`config.mk`:
```
export PLATFORM = sky130hd
export DESIGN_NAME = lspc_irq_ctrl
export DESIGN_NICKNAME = d
export VERILOG_FILES = /design/src/rtl/lspc_irq_pkg.sv /design/src/rtl/lspc_irq_edge.sv /design/src/rtl/lspc_irq_ctrl.sv
export SDC_FILE = /design/constraint.sdc
export NUM_CORES = 1
export LEC_CHECK = 0
export BUFFER_PORTS_ARGS = -buffer_cell sky130_fd_sc_hd__clkbuf_2
export CAP_MARGIN = 40
export CORE_AREA = 2 2 39 41
export CTS_BUF_LIST = sky130_fd_sc_hd__clkbuf_8 sky130_fd_sc_hd__clkbuf_16
export DETAILED_ROUTE_END_ITERATION = 7
export DIE_AREA = 0 0 41 43
export HOLD_SLACK_MARGIN = 0.15
export PLACE_DENSITY = 0.38
export SETUP_SLACK_MARGIN = 0.4
export SYNTH_ARGS = -nofsm -noshare
export SYNTH_HDL_FRONTEND = slang
export SYNTH_SLANG_ARGS = --single-unit
```
`constraint.sdc`:
```
create_clock -name LSPC_6M -period 2.07 [get_ports LSPC_6M]
set_clock_uncertainty 0.2 [all_clocks]
set_input_delay 0.207 -clock LSPC_6M [delete_from_list [all_inputs] [get_ports LSPC_6M]]
set_output_delay 0.207 -clock LSPC_6M [all_outputs]
set_load 0.03 [all_outputs]
```
`src/rtl/lspc_irq_pkg.sv`:
```
// Shared definitions for the LSPC interrupt pending/acknowledge stage:
// the pending-flag bit positions, the active-low 68k level codes and the
// priority encoder that maps pending flags to a level.
package lspc_irq_pkg;

  // Position of each source inside the pending vector
  localparam int IRQ_BIT_RESET = 0;
  localparam int IRQ_BIT_TIMER = 1;
  localparam int IRQ_BIT_VBL   = 2;

  // Active-low nIPL codes; levels 4-7 are never driven
  localparam logic [2:0] IPL_NONE = 3'b111;
  localparam logic [2:0] IPL_L1   = 3'b110;
  localparam logic [2:0] IPL_L2   = 3'b101;
  localparam logic [2:0] IPL_L3   = 3'b100;

  typedef logic [2:0] irq_vec_t;

  // Highest pending source wins: reset (L3) over timer (L2) over vblank (L1)
  function automatic logic [2:0] irq_encode_ipl(input irq_vec_t pending);
    logic [2:0] ipl;
    ipl = IPL_NONE;
    if (pending[IRQ_BIT_RESET])
      ipl = IPL_L3;
    else if (pending[IRQ_BIT_TIMER])
      ipl = IPL_L2;
    else if (pending[IRQ_BIT_VBL])
      ipl = IPL_L1;
    return ipl;
  endfunction

endpackage

```
`src/rtl/lspc_irq_edge.sv`:
```
// Rising-edge detector for one interrupt source. The previous-value
// register has a configurable reset value so a source that is already
// high when reset is released does not produce a spurious edge. The gate
// input qualifies the set pulse without affecting edge tracking.
module lspc_irq_edge #(
  parameter bit PREV_RESET = 1'b0
) (
  input  logic clk,
  input  logic rst_n,
  input  logic sig,
  input  logic gate,
  output logic rise
);

  logic prev;

  // Track the source level every cycle, regardless of the gate
  always_ff @(posedge clk or negedge rst_n) begin
    if (!rst_n)
      prev <= PREV_RESET;
    else
      prev <= sig;
  end

  assign rise = sig & ~prev & gate;

endmodule

```
`src/rtl/lspc_irq_ctrl.sv`:
```
// LSPC interrupt controller: holds one pending flag per source (reset,
// timer, vblank), clears flags on REG_IRQACK writes and drives a
// registered, priority-encoded, active-low nIPL to the 68k.
// Optional build macro LSPC_IRQ_OVERRUN_CNT_EN adds a saturating counter
// of timer edges that arrive while the timer flag is still pending.
module lspc_irq_ctrl
  import lspc_irq_pkg::*;
#(
  parameter bit RESET_IRQ_AT_BOOT = 1'b1
`ifdef LSPC_IRQ_OVERRUN_CNT_EN
  ,
  parameter int OVR_WIDTH = 8
`endif
) (
  input  logic                 LSPC_6M,
  input  logic                 nRESET,
  input  logic                 TIMER_IRQ,
  input  logic                 VBL_TRIG,
  input  logic                 VBL_IRQ_EN,
  input  logic                 WR_IRQ_ACK,
  input  logic [2:0]           ACK_DATA,
  output logic [2:0]           nIPL,
  output irq_vec_t             IRQ_PENDING
`ifdef LSPC_IRQ_OVERRUN_CNT_EN
  ,
  output logic [OVR_WIDTH-1:0] TIMER_OVR_CNT
`endif
);

  localparam irq_vec_t PENDING_RESET = {2'b00, RESET_IRQ_AT_BOOT};

  logic     timer_set;
  logic     vbl_set;
  irq_vec_t ack_mask;
  irq_vec_t set_vec;
  irq_vec_t pending;
  irq_vec_t pending_next;
  logic [2:0] nipl_q;

  // Timer request is always armed; its PREV starts low
  lspc_irq_edge #(
    .PREV_RESET (1'b0)
  ) u_timer_edge (
    .clk   (LSPC_6M),
    .rst_n (nRESET),
    .sig   (TIMER_IRQ),
    .gate  (1'b1),
    .rise  (timer_set)
  );

  // Vblank PREV starts high so a vblank in progress at release is ignored
  lspc_irq_edge #(
    .PREV_RESET (1'b1)
  ) u_vbl_edge (
    .clk   (LSPC_6M),
    .rst_n (nRESET),
    .sig   (VBL_TRIG),
    .gate  (VBL_IRQ_EN),
    .rise  (vbl_set)
  );

  // Next pending state: a set beats a same-cycle ack so no event is lost
  always_comb begin
    ack_mask               = WR_IRQ_ACK ? ACK_DATA : '0;
    set_vec                = '0;
    set_vec[IRQ_BIT_TIMER] = timer_set;
    set_vec[IRQ_BIT_VBL]   = vbl_set;
    pending_next           = set_vec | (pending & ~ack_mask);
  end

  // Pending flags; the reset IRQ is only ever raised by reset itself
  always_ff @(posedge LSPC_6M or negedge nRESET) begin
    if (!nRESET)
      pending <= PENDING_RESET;
    else
      pending <= pending_next;
  end

  // nIPL follows the registered flags one cycle later
  always_ff @(posedge LSPC_6M or negedge nRESET) begin
    if (!nRESET)
      nipl_q <= IPL_NONE;
    else
      nipl_q <= irq_encode_ipl(pending);
  end

  assign IRQ_PENDING = pending;
  assign nIPL        = nipl_q;

`ifdef LSPC_IRQ_OVERRUN_CNT_EN
  logic [OVR_WIDTH-1:0] ovr_cnt;

  // Count absorbed timer edges; an ack of the timer flag restarts the count
  always_ff @(posedge LSPC_6M or negedge nRESET) begin
    if (!nRESET)
      ovr_cnt <= '0;
    else if (ack_mask[IRQ_BIT_TIMER])
      ovr_cnt <= '0;
    else if (timer_set && pending[IRQ_BIT_TIMER] && (ovr_cnt != '1))
      ovr_cnt <= ovr_cnt + 1'b1;
  end

  assign TIMER_OVR_CNT = ovr_cnt;
`endif

endmodule

```
## Yosys cells after proc, flatten, opt, wreduce, memory -nomap -nowiden

Cells that the tools add are included.

| operators by class | value |
|---|---|
| muxes and demuxes | 4 |
| bitwise gates (word level) | 8 |

Operators by type and width:

| operator | number |
|---|---|
| $mux 3 | 2 |
| $and 1x1->1 | 3 |
| $and 3x3->3 | 1 |
| $not 3->3 | 1 |
| $or 3x3->3 | 1 |
| $mux 2 | 1 |
| $not 1->1 | 2 |
| $mux 1 | 1 |

| storage, ports and cells | value |
|---|---|
| output and inout port bits | 6 |
| bits in registers | 8 |
| logic and storage cells | 16 |

## Logic depth before layout (Yosys ltp)

Gate-level depths: netlist of the first run.

| logic depth | value |
|---|---|
| word-level depth | 4 |
| mapped depth | 2 |
| gate-level depth less buffers | 2 |

## By module

A second synthesis of the first run with hierarchy kept.

| unflattened totals | value |
|---|---|
| cells, all modules | 19 |
| area total of the unflattened synthesis | 251.5 um^2 |

By module, submodules not included:

| module | times used | area each (um^2) | cells an instance | sequential area each (um^2) |
|---|---|---|---|---|
| lspc_irq_ctrl | 1 | 182.7 | 15 | 128.9 |
| lspc_irq_edge at u_vbl_edge | 1 | 35.0 | 2 | 26.3 |
| lspc_irq_edge at u_timer_edge | 1 | 33.8 | 2 | 25.0 |

## Worst setup path after synthesis of the first run

Ideal clock, no wire load.

| path | value |
|---|---|
| kind | register to register |
| start point | register pending[0], in the netlist IRQ_PENDING[0] |
| end point | register pending[0], in the netlist IRQ_PENDING[0] |
| stages on the path, launching flop included | 2 |
| arrival time | 0.799 ns |
| path slack | 0.991 ns |
| setup time | 0.080 ns |
| cell sequence | dfstp_2 -> a21boi_0 |

| between the ends | value |
|---|---|
| longest elaborated chain between the ends | 2 |

Ends and longest elaborated chain:

| what | line | RTL |
|---|---|---|
| start, declared | lspc_irq_ctrl.sv:36 | `irq_vec_t pending;` |
| start signal, assigned | lspc_irq_ctrl.sv:76 | `pending <= pending_next;` |
| $and 3x3->3 | lspc_irq_ctrl.sv:68 | `pending_next = set_vec \| (pending & ~ack_mask);` |
| $or 3x3->3 | lspc_irq_ctrl.sv:68 |  |
| via pending_next[0] | lspc_irq_ctrl.sv:37 | `irq_vec_t pending_next;` |

The timed path passes the listed nets, and every way through them passes these cells.

## Final worst setup path of the first run

| path | value |
|---|---|
| start point | input port WR_IRQ_ACK |
| end point | register pending[0], in the netlist IRQ_PENDING[0] |

| between the ends | value |
|---|---|
| longest elaborated chain between the ends | 4 |

Ends and longest elaborated chain:

| what | line | RTL |
|---|---|---|
| start, declared | lspc_irq_ctrl.sv:20 | `input logic WR_IRQ_ACK,` |
| $mux 3 | lspc_irq_ctrl.sv:64 | `ack_mask = WR_IRQ_ACK ? ACK_DATA : '0;` |
| $not 3->3 | lspc_irq_ctrl.sv:68 |  |
| $and 3x3->3 | lspc_irq_ctrl.sv:68 |  |
| $or 3x3->3 | lspc_irq_ctrl.sv:68 |  |
| via pending_next[0] | lspc_irq_ctrl.sv:37 |  |

The timed path passes the listed nets, and every way through them passes these cells.

==> reports/qor.txt, run 1 <==
outcome - finished, final reports clean
max_cap viols - 0
vias post-DR - 215
cell depth of the worst flop-to-flop path - 2
worst vdd ir - 232 uV
Rows - 14
Iteration-0 DRC Markers - 0
Worst Path Required - 2030 ps
RSZ-0062 raised after global routing - false
largest family of logic cells by synthesized area - compound AO/OA/AOI/OAI gates
Max clock buf depth - 2
Critical Path Fanout Max - 3
critical path class - input pin to register
Final Max Slew Viols - 0
cell repeated most along the worst path - dlygate4sd3_1
Congestion Overflow GR - 0
largest cells by area after synthesis - dfstp_2 (43%), dfrtp_1 (31%), nand2_1 (4.6%)
cell count after placement - 47
layout cells sized above 1 - 46.7%
CP bufs+invs - 3
dpl ws - 926 ps
Synth Area in Adders - 0%
largest net degree at the start of global routing - 8
CP delay by family, top - buffers and inverters
1st-pass router iterations - 1
Non-Filler Instances - 61
Total Power - 0.401 mW
antenna violations before repair - 0
DRC Markers - 0
setup TNS - 0 ps
Ports - 15
GPL Wtd Cong - 0.597
post-DR vias/cell - 3.52
Leak - 0.235 nW
clk slew on worst S/H paths - 40 ps
Worst path slowest cell - dlygate4sd3_1
mux contribution to synthesized area - 0%
fmax - 627 MHz
synth unique cells - 11
Synth area leader - dfstp_2
fin crit share - 77.0%
Initial Utilization - 17.6%
synth warn - 0
Clock Latency Late Sink - 220 ps
crit end category - register
commonest non-fill, non-tap cell in the layout - clkbuf_2
CTS Sinks - 7
P&R area growth vs syn - 90.3%
Layout Nets - 55
Worst Setup Start Kind - input pin
Hold WC Path Type - input pin to async pin
Hold Vio Cnt, Final - 0
Synth Area in Simple Gates - 6.15%
Die ar. - 0.00176 mm^2
post-route ant nets - 0
power per cell area - 864 mW/mm^2
CTS buffer count - 3
syn_area_per_cell - 12.8 um^2
Total Routing Usage GR - 7.99%
Core Area - 0.00138 mm^2
die height - 43 um
post-synthesis compound-gate area fraction - 12.3%
TritonCTS clock tree - built
H-tree depth - 1
final worst slack - 475 ps
Synth top area share - 43.1%
detailed-route wire length - 519 um
Seq cells post-synth - 7
post-synthesis sequential area ratio - 73.8%
first-pass GRT wire length - 862 um
mapped cell area - 244 um^2
number of cells on the critical path - 4
Port Buffers - 13
minimum clock period - 1590 ps
vias in the first global route - 228
width of the die - 41 um
critical path, cell by cell - dlygate4sd3_1 > buf_2 > a21boi_0 > dlygate4sd3_1
Cells after Synth - 19
XOR/XNOR Fraction of Synth Area - 0%
commonest cells after routing, fill and taps aside - clkbuf_2 (12), dlygate4sd3_1 (9), dfstp_2 (4)
Antenna Cells - 0
CP peak stage delay - 560 ps
drt wl/cell - 8.51 um
Root Driver - clkbuf_8
WP data arrival - 1560 ps
Synth Net Count - 28
Final setup viols - 0
Detail Placement HPWL - 372 um
## per-stage QoR
step	area, um^2	hold WS (ps)	util (%)
floorplan	244	-289	-
global placement	322	-153	23.2
detailed placement	322	-150	23.2
CTS	457	151	33.0
global route	464	200	33.5
finish	464	149	33.5
## flip-flops by register name, indices dropped and copies added, names as in the netlist
| signal | count |
|---|---|
| u_timer_edge.prev | 1 |
| u_vbl_edge.prev | 1 |
| nIPL | 2 |
| IRQ_PENDING | 3 |
## routing by layer
| layer | GRT usage (%) | up-vias | wire length, um |
|---|---|---|---|
| met5 | 0 | - | 0 |
| met4 | 10.0 | 0 | 0 |
| met3 | 1.57 | 0 | 23 |
| met2 | 12.2 | 5 | 312 |
| met1 | 7.24 | 100 | 184 |
| li1 | - | 110 | - |
## synthesized netlist by cell type
library cell,number
dfstp_2,4
dfrtp_1,3
nand2_1,3
inv_1,2
a21boi_0,1
a21oi_1,1
a22o_1,1
buf_4,1
conb_1,1
nor2_1,1
o2bb2ai_1,1
## layout make-up
type | instances | area, um^2
Inverter | 2 | 7.51
Fill cell | 144 | 920
Clock buffer | 3 | 41.3
Timing Repair Buffer | 23 | 163
Tap cell | 16 | 20.0
Sequential cell | 7 | 180
Multi-Input combinational cell | 9 | 48.8
Clock inverter | 1 | 3.75
## cell families (layout without fill, tap and decap cells)
kind of cell,count (synthesis),after routing
AOI/OAI and AO/OA,4,4
buffers and inverters,3,29
DFF,7,7
other,1,1
and+or+nand+nor,4,4
## path summary, 6_finish.rpt
path	startpoint	to	slack (ps)
setup / recovery	WR_IRQ_ACK	IRQ_PENDING[0]	480
hold / removal	nRESET	IRQ_PENDING[2]	150
setup reg to reg	IRQ_PENDING[0]	IRQ_PENDING[0]	550
hold reg to reg	IRQ_PENDING[1]	nIPL[1]	250
max in group asynchronous	nRESET	nIPL[1]	1290
min in group LSPC_6M	IRQ_PENDING[1]	nIPL[1]	250
## report_power, final
part / total (mW) / leakage, nW / internal (mW) / switching (mW)
sequential: 0.158 / 0.0772 / 0.152 / 0.00582
combinational: 0.0617 / 0.131 / 0.0272 / 0.0345
clock: 0.181 / 0.0269 / 0.128 / 0.0536
## what timing repair did
item	in CTS	in global routing
hold buffers	9	1
buffers inserted	0	1
endpoints found under the hold margin	12	1
gates resized for setup	0	1
endpoints found under the setup margin	0	1
Power figures use the tool's default switching activity.
==> inputs of run 2 (changes only) <==
--- a/config.mk
+++ b/config.mk
@@ -12,7 +12,7 @@
 export DETAILED_ROUTE_END_ITERATION = 7
 export DIE_AREA = 0 0 41 43
 export HOLD_SLACK_MARGIN = 0.15
-export PLACE_DENSITY = 0.38
+export PLACE_DENSITY = 0.39
 export SETUP_SLACK_MARGIN = 0.4
 export SYNTH_ARGS = -nofsm -noshare
 export SYNTH_HDL_FRONTEND = slang
==> constraint.sdc (replaced) <==
create_clock -name LSPC_6M -period 1.28 [get_ports LSPC_6M]
set_clock_uncertainty 0.2 [all_clocks]
set_input_delay 0.128 -clock LSPC_6M [delete_from_list [all_inputs] [get_ports LSPC_6M]]
set_output_delay 0.128 -clock LSPC_6M [all_outputs]
set_load 0.03 [all_outputs]
==> run 2 against run 1 <==
Against the previous run:
- the run now ends with hold timing left
- count of clock-buffer cells in the layout is the same
- hold slack lost 320 ps
- largest cell class is now non-clock buffers
- core utilization grew 2.4 points
- combinational power grew 130%
- register-to-register slack lost 410 ps
- die area is the same
- largest power group unchanged
- highest routed layer unchanged
- via count shrank 2.3%
- wire length grew 2.3%
- power grew 73%
==> reports/qor.txt, run 2 (same netlist as run 1, synthesis figures left out) <==
outcome - complete, but fails checks
failing checks - hold timing
GPL Wtd Cong - 0.605
CP delay by family, top - flip-flops
cell count after placement - 47
post-route ant nets - 0
CP bufs+invs - 1
critical path class - register to primary output
Antenna Cells - 0
Hold WC Path Type - input pin to register
DRC Markers - 0
Critical Path Fanout Max - 2
Non-Filler Instances - 58
drt wl/cell - 9.16 um
Hold Vio Cnt, Final - 4
fin crit share - 94.6%
Final setup viols - 0
Congestion Overflow GR - 0
Layout Nets - 52
flop-to-flop setup slack - 140 ps
Root Driver - clkbuf_8
power per cell area - 1390 mW/mm^2
layout cells sized above 1 - 69.0%
Worst Setup Start Kind - register
commonest cells after routing, fill and taps aside - clkbuf_2 (8), buf_8 (5), dfstp_2 (4)
Core Area - 0.00138 mm^2
Placed Area - 328 um^2
Final Max Slew Viols - 0
1st-pass router iterations - 2
TritonCTS clock tree - built
max_cap viols - 0
Worst Path Required - 950 ps
Leak - 0.244 nW
Iteration-0 DRC Markers - 1
Clock Latency Late Sink - 220 ps
CTS Sinks - 7
width of the die - 41 um
final worst slack - 68.7 ps
clk slew on worst S/H paths - 40 ps
vias post-DR - 210
worst vdd ir - 382 uV
Final Cell Area - 498 um^2
Max clock buf depth - 2
fillers - 145
Post-Route Utilization - 36.0%
Total Routing Usage GR - 8.22%
H-tree depth - 1
CP peak stage delay - 540 ps
Ports - 15
post-DR vias/cell - 3.62
detailed-route wire length - 531 um
Detail Placement HPWL - 389 um
dpl ws - 215 ps
antenna violations before repair - 0
CTS buffer count - 3
die height - 43 um
fmax - 826 MHz
max reg flops - 3
RSZ-0062 raised after global routing - true
Worst path slowest cell - dfstp_2
commonest non-fill, non-tap cell in the layout - clkbuf_2
Port Buffers - 13
largest net degree at the start of global routing - 8
WP data arrival - 880 ps
crit end category - primary output
minimum clock period - 1210 ps
setup TNS - 0 ps
Rows - 14
critical path, cell by cell - buf_8
P&R area growth vs syn - 104%
Die ar. - 0.00176 mm^2
Initial Utilization - 17.6%
Hold Slack - -168 ps
vias in the first global route - 233
first-pass GRT wire length - 869 um
-- run 2: cell count changes in the layout (fill, tap and decap cells not counted), sizes merged --
cell,before,now
buf,2,10
dlygate4sd3,9,2
clkbuf,15,11
-- run 2: power breakdown --
part           internal, mW  switching, mW  total [mW]
Clock                 0.207         0.0871       0.294
Sequential            0.248         0.0131       0.261
Combinational        0.0774         0.0617       0.139
-- run 2: what timing repair did --
item / CTS / global route
hold buffers: 3 / 1
gates cloned: 0 / 0
buffers inserted: 3 / 2
gates resized for setup: 11 / 8
endpoints found under the hold margin: 12 / 8
endpoints found under the setup margin: 7 / 11
-- run 2: final timing paths --
| check | from | cells past startpoint | endpoint |
|---|---|---|---|
| min reg2reg | u_vbl_edge.prev | 1 | IRQ_PENDING[2] |
| max | IRQ_PENDING[0] | 1 | IRQ_PENDING[0] |
| max reg2reg | IRQ_PENDING[0] | 3 | IRQ_PENDING[0] |
| min | TIMER_IRQ | 1 | u_timer_edge.prev |
| min in group asynchronous | nRESET | 2 | IRQ_PENDING[2] |
| max in group asynchronous | nRESET | 2 | IRQ_PENDING[0] |
-- run 2: final cells by class --
class	instances	area [um^2]	share of cell area (%)
clock buffer	3	41.3	8.29
clock inverter	1	3.75	0.754
inverter	2	7.51	1.51
multi-input combinational	9	58.8	11.8
sequential	7	183	36.7
tap	16	20.0	4.02
timing repair buffer	20	184	36.9
-- run 2: stage by stage --
stage	hold slack (ps)	total power, mW
finish	-168	0.694
global route	-159	0.731
global placement	-233	0.339
floorplan	-368	0.308
CTS	-156	0.687
detailed placement	-230	0.340
-- run 2: metal layers --
| metal | vias to the layer above | part of all wire [%] | GRT usage (%) |
|---|---|---|---|
| met1 | 99 | 36 | 7.97 |
| met3 | 0 | 4.0 | 1.57 |
| li1 | 104 | - | - |
| met2 | 7 | 60 | 11.3 |
| met5 | - | 0 | 0 |
| met4 | 0 | 0 | 12.0 |
-- run 2: worst reg2reg max path, delay by kind of cell (launching register included) --
kind            cells  cell delay, ps
flops               1             540
buf+inv             2             200
compound gates      1             130
==> inputs of run 3 (changes only) <==
--- a/config.mk
+++ b/config.mk
@@ -5,6 +5,7 @@
 export SDC_FILE = /design/constraint.sdc
 export NUM_CORES = 1
 export LEC_CHECK = 0
+export ABC_AREA = 1
 export BUFFER_PORTS_ARGS = -buffer_cell sky130_fd_sc_hd__clkbuf_2
 export CAP_MARGIN = 40
 export CORE_AREA = 2 2 39 41
@@ -12,7 +13,6 @@
 export DETAILED_ROUTE_END_ITERATION = 7
 export DIE_AREA = 0 0 41 43
 export HOLD_SLACK_MARGIN = 0.15
-export PLACE_DENSITY = 0.39
 export SETUP_SLACK_MARGIN = 0.4
 export SYNTH_ARGS = -nofsm -noshare
 export SYNTH_HDL_FRONTEND = slang
==> run 3 against run 2 <==
Against the previous run:
- the flow still finishes with violations (hold timing)
- die area did not move
- first-iteration DRC count rose to 5.0 times the previous value
- sequential power barely moved
- non-clock buffer count fell by 1
- worst setup slack got worse by 4.8 ps
- cell count rose by 5.2%
- largest power group unchanged
==> reports/qor.txt, run 3 <==
cell count after placement - 51
fillers - 129
CP delay by family, top - flip-flops
Hold Vio Cnt, Final - 4
Top FF cell, synth - dfstp_2
largest cells by area after synthesis - dfstp_2 (41%), dfrtp_1 (30%), nand2_1 (10%)
M2 GR Usage - 13.1%
Total Routing Usage GR - 8.51%
cell depth of the worst flop-to-flop path - 3
CP bufs+invs - 1
Die ar. - 0.00176 mm^2
CP peak stage delay - 540 ps
Final Max Slew Viols - 0
Worst Path Required - 950 ps
layout cells sized above 1 - 73.3%
most common cell in the synthesized netlist - nand2_1
Post-Route Utilization - 36.5%
setup TNS - 0 ps
max reg flops - 3
vias in the first global route - 238
dpl ws - 222 ps
DRC Markers - 0
outcome - complete, but fails checks
synth unique cells - 10
drt wl/cell - 8.93 um
Ports - 15
Initial Utilization - 18.4%
Cells after Synth - 23
commonest non-fill, non-tap cell in the layout - clkbuf_2
syn_area_per_cell - 11.0 um^2
vias post-DR - 227
Layout Nets - 55
first-pass GRT wire length - 938 um
post-synthesis sequential area ratio - 70.9%
commonest cells after routing, fill and taps aside - clkbuf_2 (8), buf_8 (5), dfstp_2 (4), nand2_2 (4)
die height - 43 um
mapped cell area - 254 um^2
crit end category - primary output
number of cells on the critical path - 1
post-route ant nets - 0
Synth area leader - dfstp_2
worst hold stages - 1
Seq cells post-synth - 7
GPL Wtd Cong - 0.673
1st-pass router iterations - 2
CTS buffer count - 3
Worst path slowest cell - dfstp_2
Worst Setup Start Kind - register
Max clock buf depth - 2
Total Power - 0.694 mW
failing checks - hold timing
Hold Slack - -173 ps
clk slew on worst S/H paths - 40 ps
Non-Filler Instances - 61
Core Area - 0.00138 mm^2
largest net degree at the start of global routing - 8
Post-synth EDFFs - 0
power per cell area - 1370 mW/mm^2
Rows - 14
minimum clock period - 1220 ps
Synth top cells by count - nand2_1 (7), dfstp_2 (4), dfrtp_1 (3), inv_1 (3)
Final setup viols - 0
fin crit share - 95.0%
width of the die - 41 um
post-DR vias/cell - 3.72
WP data arrival - 890 ps
Critical Path Fanout Max - 2
detailed-route wire length - 545 um
Clock Latency Late Sink - 220 ps
P&R area growth vs syn - 99.0%
Synth top area share - 41.4%
TritonCTS clock tree - built
Congestion Overflow GR - 0
gr busiest metal - met2
critical path, cell by cell - buf_8
fmax - 822 MHz
Antenna Cells - 0
fraction of registers with async set/reset - 100%
CTS Sinks - 7
worst vdd ir - 743 uV
M3 GR Usage - 6.28%
max_cap viols - 0
Synth Net Count - 32
synth warn - 0
Detail Placement HPWL - 386 um
Leak - 0.253 nW
final worst slack - 63.9 ps
antenna violations before repair - 0
Port Buffers - 13
met1 GRT Util - 8.94%
Iteration-0 DRC Markers - 5
RSZ-0062 raised after global routing - true
H-tree depth - 1
Hold WC Path Type - input pin to register
critical path class - register to primary output
Root Driver - clkbuf_8
==> run 3: per-stage QoR <==
stage	hold slack [ps]	instance area (um^2)
after floorplan	-368	256
after global placement	-233	334
after detailed placement	-230	334
after CTS	-158	492
after global routing	-162	505
final	-173	505
==> run 3: path summary, 6_finish.rpt <==
check | from | endpoint | slack (ps)
max | IRQ_PENDING[0] | IRQ_PENDING[0] | 60
min | TIMER_IRQ | u_timer_edge.prev | -170
max reg2reg | IRQ_PENDING[0] | IRQ_PENDING[0] | 140
min reg2reg | u_timer_edge.prev | IRQ_PENDING[1] | 280
max in group asynchronous | nRESET | nIPL[1] | 570
min in group asynchronous | nRESET | u_timer_edge.prev | 80
==> run 3: logic make-up after synthesis <==
logic type             after synthesis  share of synthesized area [%]
and+or+nand+nor                      9                           13.8
AOI/OAI and AO/OA                    2                           6.40
buffers and inverters                4                           7.39
DFF                                  7                           70.9
other                                1                           1.48
==> run 3: per-layer routing <==
layer  part of all wire [%]  up-vias
li1                       -      109
met1                     38      105
met2                     51       13
met3                     11        0
met4                      0        0
met5                      0        -
==> run 3: final cells by class <==
type	count	area [um^2]	area share, %
inverters	3	11.3	2.23
flip-flops and latches	7	183	36.1
clock inverters	1	3.75	0.743
clock buffers	3	41.3	8.17
repair buffers	19	176	34.9
multi-input cells	12	70.1	13.9
well taps	16	20.0	3.96
==> run 3: where the power goes <==
group          internal (mW)  switching (mW)
logic                 0.0732          0.0669
clock network          0.206          0.0862
registers              0.248          0.0137
==> run 3: worst register-to-register path: cells and delay by family, from the launching register on <==
kind,cells,cell delay [ps]
flops,1,540
buf+inv,2,200
compound gates,1,140
==> run 3: timing repair <==
item,4_1_cts,5_1_grt
pin swaps,1,3
hold buffers,3,1
gates resized for setup,13,11
cloned,0,0
setup endpoints to repair,7,11
endpoints found under the hold margin,12,8
buffers inserted,4,0
